### src/rtl/pc_nzp_unit.sv
// pc_nzp_unit: next-PC selection (seq/branch/call/ret) with NZP flag register and bounded return stack.
module pc_nzp_unit #(
    parameter int PROGRAM_ADDR_BITS = 8,
    parameter int DATA_BITS         = 8,
    parameter int STACK_DEPTH       = 4
) (
    input  logic                                 clock,
    input  logic                                 reset,
    input  logic                                 enable,
    input  logic [2:0]                           core_state,
    input  logic [1:0]                           decoded_pc_mux,
    input  logic [2:0]                           decoded_nzp,
    input  logic [PROGRAM_ADDR_BITS-1:0]         decoded_immediate,
    input  logic                                 decoded_nzp_write_enable,
    input  logic [DATA_BITS-1:0]                 alu_out,
    input  logic [PROGRAM_ADDR_BITS-1:0]         current_pc,
    output logic [PROGRAM_ADDR_BITS-1:0]         next_pc,
    output logic [2:0]                           nzp,
    output logic [$clog2(STACK_DEPTH+1)-1:0]     stack_count,
    output logic                                 stack_error
);
    localparam int CW = $clog2(STACK_DEPTH + 1);
    localparam int SW = (STACK_DEPTH > 1) ? $clog2(STACK_DEPTH) : 1;
    localparam logic [2:0] EXECUTE = 3'b101;
    localparam logic [2:0] UPDATE  = 3'b110;
    localparam logic [1:0] BRANCH  = 2'b01;
    localparam logic [1:0] CALL    = 2'b10;
    localparam logic [1:0] RET     = 2'b11;

    logic [PROGRAM_ADDR_BITS-1:0] r_stack [STACK_DEPTH];
    logic [PROGRAM_ADDR_BITS-1:0] r_next_pc;
    logic [2:0]                   r_nzp;
    logic [CW-1:0]                r_count;
    logic                         r_error;

    logic                         w_exec, w_upd, w_full, w_empty, w_taken;
    logic                         w_push, w_pop, w_err, w_unused_alu;
    logic [PROGRAM_ADDR_BITS-1:0] w_pc_inc, w_pc_d;
    logic [SW-1:0]                w_top;

    // Gating with reset keeps the stack array from being written while reset is held.
    assign w_exec       = reset && enable && core_state == EXECUTE;
    assign w_upd        = reset && enable && core_state == UPDATE && decoded_nzp_write_enable;
    assign w_full       = r_count == CW'(STACK_DEPTH);
    assign w_empty      = r_count == '0;
    assign w_taken      = |(r_nzp & decoded_nzp);
    assign w_pc_inc     = current_pc + PROGRAM_ADDR_BITS'(1);
    assign w_push       = w_exec && decoded_pc_mux == CALL && !w_full;
    assign w_pop        = w_exec && decoded_pc_mux == RET && !w_empty;
    assign w_err        = w_exec && ((decoded_pc_mux == CALL && w_full) || (decoded_pc_mux == RET && w_empty));
    assign w_top        = SW'(r_count - CW'(1));
    assign w_unused_alu = ^alu_out;

    always_comb begin
        w_pc_d = w_pc_inc;
        if (decoded_pc_mux == BRANCH)
            w_pc_d = w_taken ? decoded_immediate : w_pc_inc;
        else if (decoded_pc_mux == CALL)
            w_pc_d = w_full ? w_pc_inc : decoded_immediate;
        else if (decoded_pc_mux == RET)
            w_pc_d = w_empty ? w_pc_inc : r_stack[w_top];
    end

    always_ff @(posedge clock) begin
        if (w_push)
            r_stack[SW'(r_count)] <= w_pc_inc;
    end

    always_ff @(posedge clock or negedge reset) begin
        if (!reset) begin
            r_next_pc <= '0;
            r_nzp     <= '0;
            r_count   <= '0;
            r_error   <= 1'b0;
        end else begin
            if (w_exec)
                r_next_pc <= w_pc_d;
            if (w_push)
                r_count <= r_count + CW'(1);
            else if (w_pop)
                r_count <= r_count - CW'(1);
            if (w_err)
                r_error <= 1'b1;
            if (w_upd)
                r_nzp <= alu_out[2:0];
        end
    end

    assign next_pc     = r_next_pc;
    assign nzp         = r_nzp;
    assign stack_count = r_count;
    assign stack_error = r_error;
endmodule

### config.mk
export PLATFORM = sky130hd
export DESIGN_NAME = pc_nzp_unit
export DESIGN_NICKNAME = d
export VERILOG_FILES = /design/src/rtl/pc_nzp_unit.sv
export SDC_FILE = /design/constraint.sdc
export NUM_CORES = 1
export LEC_CHECK = 0
export ABC_CLOCK_PERIOD_IN_PS = 6500
export BUFFER_PORTS_ARGS = -buffer_cell sky130_fd_sc_hd__clkbuf_2
export CAP_MARGIN = 30
export CORE_AREA = 2 2 69 71
export DETAILED_ROUTE_END_ITERATION = 10
export DIE_AREA = 0 0 71 73
export PLACE_DENSITY = 0.78
export RECOVER_POWER = 50
export SETUP_SLACK_MARGIN = 0.1
export SLEW_MARGIN = 20
export SYNTH_ARGS = -nofsm -noshare
export SYNTH_HDL_FRONTEND = slang
export SYNTH_SLANG_ARGS = --single-unit
export TNS_END_PERCENT = 100
### constraint.sdc
create_clock -name clock -period 6.5 [get_ports clock]
set_input_delay 0.325 -clock clock [delete_from_list [all_inputs] [get_ports clock]]
set_output_delay 0.325 -clock clock [all_outputs]
set_load 0.01 [all_outputs]
==> results of run 1 <==
-- layout make-up --
class | instances | share of cell area
tap | 54 | 0.0253
timing repair buffer | 49 | 0.0895
multi-input combinational | 122 | 0.345
clock buffer | 6 | 0.0272
sequential | 47 | 0.500
clock inverter | 2 | 0.00468
inverter | 6 | 0.00843
-- Yosys cell counts (2+ instances only) --
cell type / instances / area [sq um]
mux2_2: 3 / 33.8
nor2_1: 15 / 56.3
o22a_1: 3 / 26.3
o21ai_1: 2 / 10.0
o22ai_1: 2 / 12.5
mux2i_1: 3 / 30.0
inv_1: 6 / 22.5
a21oi_1: 4 / 20.0
xnor2_1: 3 / 26.3
and3_1: 2 / 12.5
nand3_1: 7 / 35.0
nand2b_1: 2 / 12.5
clkbuf_1: 2 / 7.51
mux4_2: 8 / 180
edfxtp_1: 32 / 961
o221ai_1: 3 / 26.3
nand2_1: 17 / 63.8
buf_4: 4 / 30.0
buf_2: 3 / 15.0
a31oi_1: 6 / 37.5
ha_1: 6 / 75.1
o21ai_0: 8 / 40.0
dfrtp_1: 15 / 375
o221a_2: 2 / 22.5
xor2_1: 5 / 43.8
nor3_1: 4 / 20.0
-- critical path: cells and delay by family --
family        cells  cell delay [ns]
buf+inv           2             1.18
simple gates      3             1.56
-- registers in the layout, indices dropped and copies added (netlist names) --
name and flops:
stack_count 3, r_stack 32, next_pc 8, stack_error 1, nzp 3
-- where the power goes --
part / internal, mW / total (mW) / switching, mW
registers: 0.345 / 0.375 / 0.0300
logic: 0.106 / 0.218 / 0.112
clock network: 0.0752 / 0.170 / 0.0950
total: 0.526 / 0.763 / 0.237
-- metrics by stage --
step	hold slack, ns	std cells	power [mW]
floorplan	0.0294	184	0.539
global placement	0.277	277	0.599
detailed placement	0.273	277	0.605
CTS	0.250	286	0.774
global route	0.243	286	0.804
finish	0.259	286	0.763
-- routing by layer --
| metal | share of wire | global-route usage | wire length (um) | up-vias |
|---|---|---|---|---|
| li1 | - | - | - | 788 |
| met4 | 0.018 | 0.0839 | 85 | 0 |
| met3 | 0.051 | 0.0470 | 245 | 9 |
| met5 | 0 | 0 | 0 | - |
| met2 | 0.45 | 0.308 | 2170 | 64 |
| met1 | 0.48 | 0.262 | 2290 | 792 |
-- worst paths after layout --
path	start	to	slack (ns)	cells past startpoint
worst max-delay path	reset	r_stack[3][0]$_DFFE_PP_	3.35	5
worst min-delay path	alu_out[1]	nzp[1]$_DFFE_PN0P_	0.26	2
worst max register to register	stack_count[0]$_DFFE_PN0P_	r_stack[3][0]$_DFFE_PP_	3.65	6
worst min register to register	stack_error$_DFFE_PN0P_	stack_error$_DFFE_PN0P_	0.47	1
max in group asynchronous	reset	next_pc[1]$_DFFE_PN0P_	5.31	2
min in group asynchronous	reset	stack_error$_DFFE_PN0P_	0.65	2
-- logic make-up (layout without fill, tap and decap cells) --
| logic type | after synthesis | after routing |
|---|---|---|
| buf+inv | 15 | 63 |
| simple gates | 54 | 54 |
| xor+xnor | 8 | 8 |
| fa+ha+maj | 6 | 6 |
| compound gates | 40 | 40 |
| flops | 47 | 47 |
| mux | 14 | 14 |
==> metrics.yaml, run 1 <==
synth_simple_gate_area_share: 0.107
rows: 25
htree_levels: 2
routabilityCongestion: 0.794
grt_pass1_vias: 1560
synth_compound_gate_area_share: 0.121
synth-main-ff-cell: "edfxtp_1"
rsz0062_at_grt: "false"
multi_input_area_sq_um: 921
dieArea_sq_mm: 0.00518
die_x_um: 71
vias_per_cell: 5.78
routed-via-count: 1653
final_common_cell: "edfxtp_1"
cts_made_buffers: 5
place_area_sq_mm: 0.00259
timing.final.ws_setup_ns: 3.35
maxSlewHeadroom: 0.412
grt-ovfl-total: 0
final-hold-violation-count: 0
post-route-util: 0.589
fmax_mhz: 318
synth_cell_types: 43
totalWireLength_mm: 4.79
num_antenna_cells: 0
drive_above_1_share: 0.246
period_share: 0.484
clk_pin_slew_worst_paths_ns: 0.08
post_cts_buffers: 0
cp-end-kind: "flip-flop"
cp.required_ns: 6.43
period_minus_slack_ns: 3.15
ys_warn_count: 0
postSynthCellCount: 184
setup_viol: 0
cts_max_path_buffers: 2
fin_area_sq_mm: 0.00267
ff_latch_area_sq_mm: 0.00134
antenna_found_initial: 0
synthMuxAreaShare: 0.105
port-buffer-count: 45
hold_buffers: 1
tightestPinTransition_ns: 0.882
cap_violations: 0
area_growth_syn_to_layout_pct: 14.5
num_io_pins: 51
critical_path_arrival_ns: 3.08
dr.pass1.iters: 4
wire_per_inst_um: 16.7
cts_root_buf: "clkbuf_8"
worstPathCellList: "dlygate4sd3_1, clkbuf_1, nand3_1, or3b_2, nor2_1"
status: "finished clean"
drtIter0Drc: 124
irDropWorstVdd_mv: 0.128
initial_core_util: 0.514
cts.sinks: 47
clk_latency_ns: 0.30
setup_tns_ns: 0
tritoncts: "built"
crit_fanout: 16
synth_area_per_cell_sq_um: 12.7
slowest_stage: "nor2_1"
drc: 0
start_kind: "input port"
antenna_left: 0
fillers: 378
async_flop_share: 0.319
synthesis.nets: 226
synthAdderAreaFrac: 0.0322
crit_type: "input port to flip-flop"
slew_viol_final: 0
die_h_um: 73
synthXorXnorAreaFrac: 0.0300
grt_pass1_wl_mm: 7.54
synth_edf_count: 32
cts.repair.resized: 0
core_area_sq_mm: 0.00454
synth_area_sq_mm: 0.00233
ys_ff_latch: 47
pre_cts_slack_ns: 3.62
p_leak_nw: 1.05
synth_top_family_by_area: "compound AO/OA/AOI/OAI gates"
finalClockSkew_ns: 0.00551
power.density_mw_per_mm2: 286
track_usage: 0.196
grt_max_degree: 17
dp_hpwl_mm: 3.56
synth_seq_area_share: 0.573
worstHoldPathType: "input port to flip-flop"
layout_common_cells: "32 x edfxtp_1, 30 x clkbuf_2, 17 x nand2_1"
cpPeakStageDelay_ns: 0.68
finalNetCount: 273
No activity file was read; power rests on OpenSTA's default activity.
==> inputs of run 2 (changes only) <==
--- a/config.mk
+++ b/config.mk
@@ -5,7 +5,7 @@
 export SDC_FILE = /design/constraint.sdc
 export NUM_CORES = 1
 export LEC_CHECK = 0
-export ABC_CLOCK_PERIOD_IN_PS = 6500
+export ABC_CLOCK_PERIOD_IN_PS = 3000
 export BUFFER_PORTS_ARGS = -buffer_cell sky130_fd_sc_hd__clkbuf_2
 export CAP_MARGIN = 30
 export CORE_AREA = 2 2 69 71
==> constraint.sdc (replaced) <==
create_clock -name clock -period 3 [get_ports clock]
set_input_delay 0.15 -clock clock [delete_from_list [all_inputs] [get_ports clock]]
set_output_delay 0.15 -clock clock [all_outputs]
set_load 0.01 [all_outputs]
==> metrics.yaml, run 2 (synthesis results as in run 1) <==
status: "finished clean"
hold_buffers: 1
dieArea_sq_mm: 0.00518
fin_area_sq_mm: 0.00269
grt_pass1_vias: 1577
tightestPinTransition_ns: 0.670
stdcell_count: 289
wire_per_inst_um: 16.9
clk_latency_ns: 0.30
maxSlewHeadroom: 0.550
initial_core_util: 0.514
drc: 0
layout_common_cells: "32 x clkbuf_2, 32 x edfxtp_1, 17 x nand2_1"
cts.repair.resized: 0
drive_above_1_share: 0.260
htree_levels: 2
worstPathCellList: "inv_1, ha_1, a21bo_2, nor2_1, and3_1"
totalWireLength_mm: 4.89
start_kind: "flip-flop"
p_leak_nw: 1.07
slowest_stage: "and3_1"
rows: 25
crit_type: "flip-flop to flip-flop"
antenna_found_initial: 0
cts_root_buf: "clkbuf_8"
drtIter0Drc: 103
regMostFlops: "r_stack"
cap_violations: 0
irDropWorstVdd_mv: 0.308
die_h_um: 73
fmax_mhz: 469
routabilityCongestion: 0.791
pre_cts_slack_ns: 0.875
slew_viol_final: 0
port-buffer-count: 45
grt_pass1_wl_mm: 7.85
num_io_pins: 51
die_x_um: 71
cts_max_path_buffers: 2
largest_reg_flops: 32
cp-end-kind: "flip-flop"
crit_fanout: 8
final-hold-violation-count: 0
timing.final.ws_setup_ns: 0.866
power.density_mw_per_mm2: 618
routed-via-count: 1654
finalClockSkew_ns: 0.00905
place_area_sq_mm: 0.00262
dr.pass1.iters: 4
antenna_left: 0
setup_tns_ns: 0
grt-ovfl-total: 0
core_area_sq_mm: 0.00454
vias_per_cell: 5.72
grt_max_degree: 17
worstHoldPathType: "input port to flip-flop"
clk_pin_slew_worst_paths_ns: 0.09
cpPeakStageDelay_ns: 0.50
num_antenna_cells: 0
cp.required_ns: 2.95
area_growth_syn_to_layout_pct: 15.5
post_cts_buffers: 0
cts.sinks: 47
dp_hpwl_mm: 3.54
critical_path_arrival_ns: 2.08
cts_made_buffers: 5
tritoncts: "built"
rsz0062_at_grt: "false"
fillers: 374
period_minus_slack_ns: 2.13
finalNetCount: 276
dp_cells: 280
setup_viol: 0
period_share: 0.711
track_usage: 0.206
run 2: changes by cell type in the layout (fill, tap and decap cells not counted):
cell	change
buf_4	+3
clkbuf_2	+2
clkbuf_1	-1
clkinvlp_4	-1
run 2: metal layers:
layer | share of wire | routed length, um | up-vias | GRT usage
met4 | 0.0076 | 37 | 0 | 0.0629
li1 | - | - | 796 | -
met2 | 0.47 | 2290 | 59 | 0.343
met1 | 0.46 | 2240 | 794 | 0.268
met5 | 0 | 0 | - | 0
met3 | 0.065 | 317 | 5 | 0.0525
run 2: metrics by stage:
step           utilization  power, mW  hold slack, ns
3_5_place_dp         0.577       1.32           0.107
2_1_floorplan            -       1.17          -0.146
6_report             0.594       1.66          0.0754
5_1_grt              0.594       1.76          0.0742
4_1_cts              0.597       1.69          0.0690
3_3_place_gp         0.577       1.31           0.106
run 2: path summary, 6_finish.rpt:
path | slack (ns) | end | cells past startpoint | startpoint
hold / removal | 0.08 | nzp[1]$_DFFE_PN0P_ | 2 | alu_out[1]
min in group asynchronous | 0.31 | stack_count[2]$_DFFE_PN0P_ | 3 | reset
setup / recovery | 0.87 | r_stack[2][1]$_DFFE_PP_ | 5 | stack_count[1]$_DFFE_PN0P_
setup reg to reg | 0.87 | r_stack[2][1]$_DFFE_PP_ | 5 | stack_count[1]$_DFFE_PN0P_
hold reg to reg | 0.47 | stack_error$_DFFE_PN0P_ | 1 | stack_error$_DFFE_PN0P_
max in group asynchronous | 2.50 | next_pc[2]$_DFFE_PN0P_ | 3 | reset
run 2: report_power, final:
group | total, mW | internal, mW | switching [mW]
registers | 0.780 | 0.748 | 0.0320
clock network | 0.369 | 0.164 | 0.205
logic | 0.516 | 0.238 | 0.278
total | 1.66 | 1.15 | 0.515
run 2: final cells by class:
cell class / instances / area, sq um / share of cell area
inverter: 6 / 22.5 / 0.00836
clock inverter: 1 / 5.00 / 0.00186
timing repair buffer: 52 / 264 / 0.0980
sequential: 47 / 1340 / 0.496
tap: 54 / 67.6 / 0.0251
multi-input combinational: 122 / 921 / 0.342
clock buffer: 7 / 76.3 / 0.0283
run 2: critical path, delay by kind of cell, from the launching register on:
kind / cells / cell delay, ns
AND/OR/NAND/NOR: 2 / 0.73
AO/OA/AOI/OAI: 1 / 0.24
adder cells (fa/ha/maj): 1 / 0.24
buffers and inverters: 1 / 0.12
flip-flops: 1 / 0.44
